<file path="src/rtl/vga_pmod_monitor.sv">
// TinyVGA PMOD receiver: recovers sync timing from the registered bus, measures line and
// frame lengths, tracks lock, and reports active-area coordinates and a per-frame checksum.
module vga_pmod_monitor #(
   parameter int H_TOTAL     = 800,
   parameter int H_SYNC      = 96,
   parameter int H_BACK      = 48,
   parameter int H_ACTIVE    = 640,
   parameter int V_TOTAL     = 525,
   parameter int V_SYNC      = 2,
   parameter int V_BACK      = 33,
   parameter int V_ACTIVE    = 480,
   parameter int LOCK_FRAMES = 2
) (
   input  logic        clk,
   input  logic        rst,
   input  logic [7:0]  vga_in,
   output logic [9:0]  pixel_x,
   output logic [9:0]  pixel_y,
   output logic        pixel_valid,
   output logic [5:0]  pixel_rgb,
   output logic [10:0] line_len,
   output logic [10:0] frame_lines,
   output logic [15:0] checksum,
   output logic        frame_done,
   output logic        locked,
   output logic        err_sticky
);

   localparam logic [10:0] CNT_MAX = 11'h7FF;
   localparam logic [10:0] HT      = 11'(H_TOTAL);
   localparam logic [10:0] X0      = 11'(H_SYNC + H_BACK);
   localparam logic [10:0] X1      = 11'(H_SYNC + H_BACK + H_ACTIVE - 1);
   localparam logic [10:0] VT      = 11'(V_TOTAL);
   localparam logic [10:0] Y0      = 11'(V_SYNC + V_BACK);
   localparam logic [10:0] Y1      = 11'(V_SYNC + V_BACK + V_ACTIVE - 1);
   localparam logic [2:0]  LOCK_N  = 3'(LOCK_FRAMES);

   typedef enum logic [1:0] {SEARCH, TRAIN, LOCKED} state_t;

   function automatic logic [10:0] sat_inc(input logic [10:0] v);
      return (v == CNT_MAX) ? CNT_MAX : v + 11'd1;
   endfunction

   state_t      state, state_nxt;
   logic [7:0]  s;
   logic        s_vld, hs_prev, vs_prev;
   logic        h_edge, v_edge;
   logic [10:0] hcnt, vcnt, hlen, vlen;
   logic [15:0] chk;
   logic [2:0]  gcnt, gcnt_nxt, gcnt_inc;
   logic        h_seen, frame_bad;
   logic        h_bad, v_bad, sat_hit, err_set;
   logic        h_act, v_act;

   // Input stage; the first post-reset sample seeds the history so a low sync is not an edge
   always_ff @(posedge clk or posedge rst) begin
      if (rst) begin
         s       <= 8'h00;
         s_vld   <= 1'b0;
         hs_prev <= 1'b1;
         vs_prev <= 1'b1;
      end else begin
         s       <= vga_in;
         s_vld   <= 1'b1;
         hs_prev <= s_vld ? s[7] : vga_in[7];
         vs_prev <= s_vld ? s[3] : vga_in[3];
      end
   end

   assign h_edge  = s_vld & hs_prev & ~s[7];
   assign v_edge  = s_vld & vs_prev & ~s[3];
   assign hlen    = sat_inc(hcnt);
   assign vlen    = sat_inc(vcnt);
   assign h_bad   = h_edge & h_seen & (hlen != HT);
   assign v_bad   = (vlen != VT);
   assign sat_hit = (hcnt == CNT_MAX);

   assign pixel_rgb   = {s[0], s[4], s[1], s[5], s[2], s[6]};
   assign h_act       = (hcnt >= X0) && (hcnt <= X1);
   assign v_act       = (vcnt >= Y0) && (vcnt <= Y1);
   assign pixel_valid = h_act & v_act;
   assign pixel_x     = pixel_valid ? 10'(hcnt - X0) : 10'd0;
   assign pixel_y     = pixel_valid ? 10'(vcnt - Y0) : 10'd0;

   // Timing counters, measurements and checksum
   always_ff @(posedge clk or posedge rst) begin
      if (rst) begin
         hcnt        <= 11'd0;
         vcnt        <= 11'd0;
         line_len    <= 11'd0;
         frame_lines <= 11'd0;
         checksum    <= 16'h0000;
         chk         <= 16'h0000;
         frame_done  <= 1'b0;
         h_seen      <= 1'b0;
         frame_bad   <= 1'b0;
      end else begin
         frame_done <= v_edge;
         if (h_edge) begin
            hcnt   <= 11'd0;
            h_seen <= 1'b1;
            if (h_seen) line_len <= hlen;
         end else begin
            hcnt <= sat_inc(hcnt);
         end
         if (v_edge) begin
            vcnt <= 11'd0;
            chk  <= 16'h0000;
            // The first vsync only opens a measurement window
            if (state != SEARCH) begin
               frame_lines <= vlen;
               checksum    <= chk;
            end
         end else begin
            if (h_edge) vcnt <= sat_inc(vcnt);
            if (pixel_valid) chk <= {chk[14:0], chk[15]} ^ {10'b0, pixel_rgb};
         end
         if (v_edge)     frame_bad <= 1'b0;
         else if (h_bad) frame_bad <= 1'b1;
      end
   end

   // Lock FSM state register
   always_ff @(posedge clk or posedge rst) begin
      if (rst) begin
         state      <= SEARCH;
         gcnt       <= 3'd0;
         err_sticky <= 1'b0;
      end else begin
         state <= state_nxt;
         gcnt  <= gcnt_nxt;
         if (err_set) err_sticky <= 1'b1;
      end
   end

   assign gcnt_inc = gcnt + 3'd1;

   // A frame is clean when no line in it, including the one closed by this vsync, was off-length
   always_comb begin
      state_nxt = state;
      gcnt_nxt  = gcnt;
      err_set   = 1'b0;
      case (state)
         SEARCH: begin
            if (v_edge) begin
               state_nxt = TRAIN;
               gcnt_nxt  = 3'd0;
            end
         end
         TRAIN: begin
            if (v_edge) begin
               if (!frame_bad && !h_bad && !v_bad) begin
                  gcnt_nxt = gcnt_inc;
                  if (gcnt_inc == LOCK_N) state_nxt = LOCKED;
               end else begin
                  gcnt_nxt = 3'd0;
               end
            end
         end
         LOCKED: begin
            if (h_bad || (v_edge && v_bad) || sat_hit) begin
               state_nxt = TRAIN;
               gcnt_nxt  = 3'd0;
               err_set   = 1'b1;
            end
         end
         default: state_nxt = SEARCH;
      endcase
   end

   assign locked = (state == LOCKED);

endmodule

</file>
<file path="config.mk">
export PLATFORM = sky130hd
export DESIGN_NAME = vga_pmod_monitor
export DESIGN_NICKNAME = d
export VERILOG_FILES = /design/src/rtl/vga_pmod_monitor.sv
export SDC_FILE = /design/constraint.sdc
export NUM_CORES = 1
export LEC_CHECK = 0
export BUFFER_PORTS_ARGS = -buffer_cell sky130_fd_sc_hd__buf_2
export CAP_MARGIN = 30
export CORE_MARGIN = 2
export CORE_UTILIZATION = 51
export CTS_CLUSTER_SIZE = 28
export DETAILED_ROUTE_END_ITERATION = 10
export GPL_ROUTABILITY_DRIVEN = 0
export PLACE_DENSITY = 0.76
export SYNTH_ARGS = -nofsm -noshare
export SYNTH_HDL_FRONTEND = slang
export SYNTH_SLANG_ARGS = --single-unit
</file>
<file path="constraint.sdc">
create_clock -name clk -period 2.95 [get_ports clk]
set_clock_uncertainty 0.1 [all_clocks]
set_input_delay 0.295 -clock clk [delete_from_list [all_inputs] [get_ports clk]]
set_output_delay 0.295 -clock clk [all_outputs]
set_load 0.005 [all_outputs]
</file>
==> impl_metrics.ini <==
[outcome]
status = finished with violations
violations = negative setup slack

[floorplanning]
die_h_um = 102.0
ios = 78
start_util = 0.5274
dieArea_mm2 = 0.01040
core_mm2 = 0.009284
rows = 35
fp.dieW_um = 102.0

[timing]
finalCriticalPeriod_ps = 2951
finalSetupViolCount = 1
maxSlewViolCount = 0
max_slew_margin = 0.4561
min_period_over_period = 1.000
grt_setup_unrepaired = true
fmax_mhz = 338.8
finalWorstSetupSlack_ps = -1.224
hold_violations = 0
worst_slew_pin_slew_ps = 814.9

[power_and_ir_drop]
p_per_area_mw_per_mm2 = 547.9
p_comb_frac = 0.249
p_leak_nw = 2.936
power.switching_mw = 1.105
intPower_mw = 2.229
ir_worst_vdd_v = 0.0003490
seqPwrFrac = 0.480
switching_share = 0.3316
finalPower_mw = 3.334
p_clk_frac = 0.271

[logic_synthesis]
synth_flop_cell = dfrtp_1
avgSynthCellArea_um2 = 8.918
synthAdderAreaFrac = 0.03578
synth_area_mm2 = 0.004896
yosys_warnings = 0
synthTopCellsByArea = dfrtp_1 (48%), nand2_1 (8.1%), nor2_1 (5.7%), ha_1 (3.6%), xnor2_1 (3.6%)
netlist.area_leader.share = 0.4804
synth_most_common_cell = nand2_1
synth_compound_area_frac = 0.1311
synth_top_family_by_area = simple AND/OR/NAND/NOR gates
synth_edf_count = 0
synthSimpleGateAreaFrac = 0.2218
synthCells = 549
synth-seq-cells = 96
synth_top_area_cell = dfrtp_1
async_flop_share = 1.000
synth_common_cells = nand2_1 (106), dfrtp_1 (94), nor2_1 (74), a21oi_1 (30), o21ai_0 (24)
muxShareOfSynthArea = 0.01508
ys_types = 61
syn_nets = 573
synth_xor_area_frac = 0.04651
ys_seq_area_frac = 0.4912

[route]
drtIter0Drc = 237
wl_per_cell_um = 15.53
firstDrtPassIters = 5
vias = 4240
ant_nets = 0
routed_wl_mm = 11.99
drt-vias-per-instance = 5.492
remaining_drc_errors = 0

[cells_and_area]
fillers = 753
drive_gt1_frac = 0.3048
nets = 662
insertedDiodeCount = 0
syn_to_final_growth_pct = 24.28
fin_util = 0.6554

[placed_design]
place_ws_ps = 130.7
portBuffers = 77
hpwlAfterDp_mm = 7.579

[worst_setup_path]
cp_data_required_time_ps = 2560
startpoint_type = register
worstPathArrival_ps = 2560
end_kind = primary output
critPathMaxFanout = 8
path_class = register to primary output

[cts]
clkTransAtPathRegs_ps = 100
cts_buffers = 9
clock-sinks = 96
cts_tree = built
htreeDepth = 3
clock_latency_ps = 370
root_buffer = clkbuf_8
cts_buffer_depth = 2

[grt]
grt_start_max_net_pins = 51
first_global_vias = 3884
antenna_found_initial = 0
grt_pass1_wl_mm = 18.84
grt_usage = 0.2302
grt_overflow_total = 0

[run]
maxCapViolations = 0

[min_path]
min_path_type = register to register
kinds of logic after synthesis:
kind of cell / after synthesis
DFF: 96
adders and majority gates: 14
buffers and inverters: 63
muxes: 7
other: 1
AOI/OAI and AO/OA: 102
xor gates and xnor gates: 26
and+or+nand+nor: 240
path summary, 6_finish.rpt:
kind / to / cells past startpoint / slack [ps] / from
hold reg to reg: checksum[15] / 2 / 370 / checksum[15]
max in group asynchronous: vcnt[7] / 4 / 1500 / rst
hold / removal: checksum[15] / 2 / 370 / checksum[15]
setup / recovery: pixel_y[5] / 9 / -1 / vcnt[2]
setup reg to reg: chk[0] / 15 / -1 / hcnt[7]
min in group asynchronous: s[5] / 3 / 490 / rst
layout make-up:
cell class / instances / area, um^2 / area share
repair buffers: 123 / 843.3 / 0.1386
well taps: 129 / 161.4 / 0.02653
repair inverters: 1 / 8.758 / 0.001439
inverters: 17 / 81.33 / 0.01337
clock inverters: 7 / 87.58 / 0.01439
flip-flops and latches: 96 / 2415 / 0.3969
clock buffers: 9 / 123.9 / 0.02036
multi-input cells: 390 / 2364 / 0.3884
worst max-delay path, cell delays in order (launching register included):
cell and delay (ps):
dfrtp_1 390, or3_4 400, or2_1 230, o21ai_1 120, or3b_1 350, nand4_1 200
buf_6 170, buf_12 150, nor3_2 40, buf_2 130
what timing repair did:
| item | in CTS | in global routing |
|---|---|---|
| gates resized for setup | 10 | 58 |
| hold buffers | 9 | 0 |
| buffers inserted | 11 | 11 |
| cloned | 1 | 1 |
| endpoints found under the hold margin | 52 | 0 |
| setup endpoints to repair | 4 | 37 |
| pin swaps | 2 | 12 |
cell usage in the layout (no fill, tap or decap), types with 11 or more instances in the layout:
cell type,instances
nand2_1,106
dfrtp_1,86
buf_2,74
nor2_1,56
buf_4,31
a21oi_1,29
o21ai_0,23
xnor2_1,20
ha_1,12
nor2_2,11
stage by stage:
step | instances | setup TNS, ps | hold slack, ps | instance area (um^2)
after floorplan | 549 | 0 | 226.4 | 4896
after global placement | 723 | 0 | 302.2 | 5345
after detailed placement | 723 | 0 | 304.9 | 5345
after CTS | 760 | 0 | 380.3 | 5782
after global routing | 772 | -1469 | 394.2 | 6085
final | 772 | -1.224 | 373.8 | 6085
state kept, by name, summed over array words and instances (netlist names), 2 cells and up:
register,flops
checksum,16
chk,16
frame_lines,11
hcnt,11
line_len,11
vcnt,11
s,8
gcnt,3
state,2
power groups by stage:
stage / clock network [mW] / registers (mW) / logic [mW]
3_3_place_gp: 0 / 1.61 / 0.699
5_1_grt: 0.972 / 1.62 / 0.917
4_1_cts: 0.919 / 1.59 / 0.748
6_report: 0.902 / 1.60 / 0.830
2_1_floorplan: 0 / 1.59 / 0.500
3_5_place_dp: 0 / 1.62 / 0.718
metal layers:
layer  wire (um)  part of all wire  GRT usage  vias to the layer above
met5           0                 0          0                        -
met4         219             0.018    0.07077                        0
li1            -                 -          -                     2017
met1        5154              0.43     0.3165                     2034
met3         770             0.064    0.04446                       20
met2        5847              0.49     0.3730                      169
(Power assumes the default switching activity.)
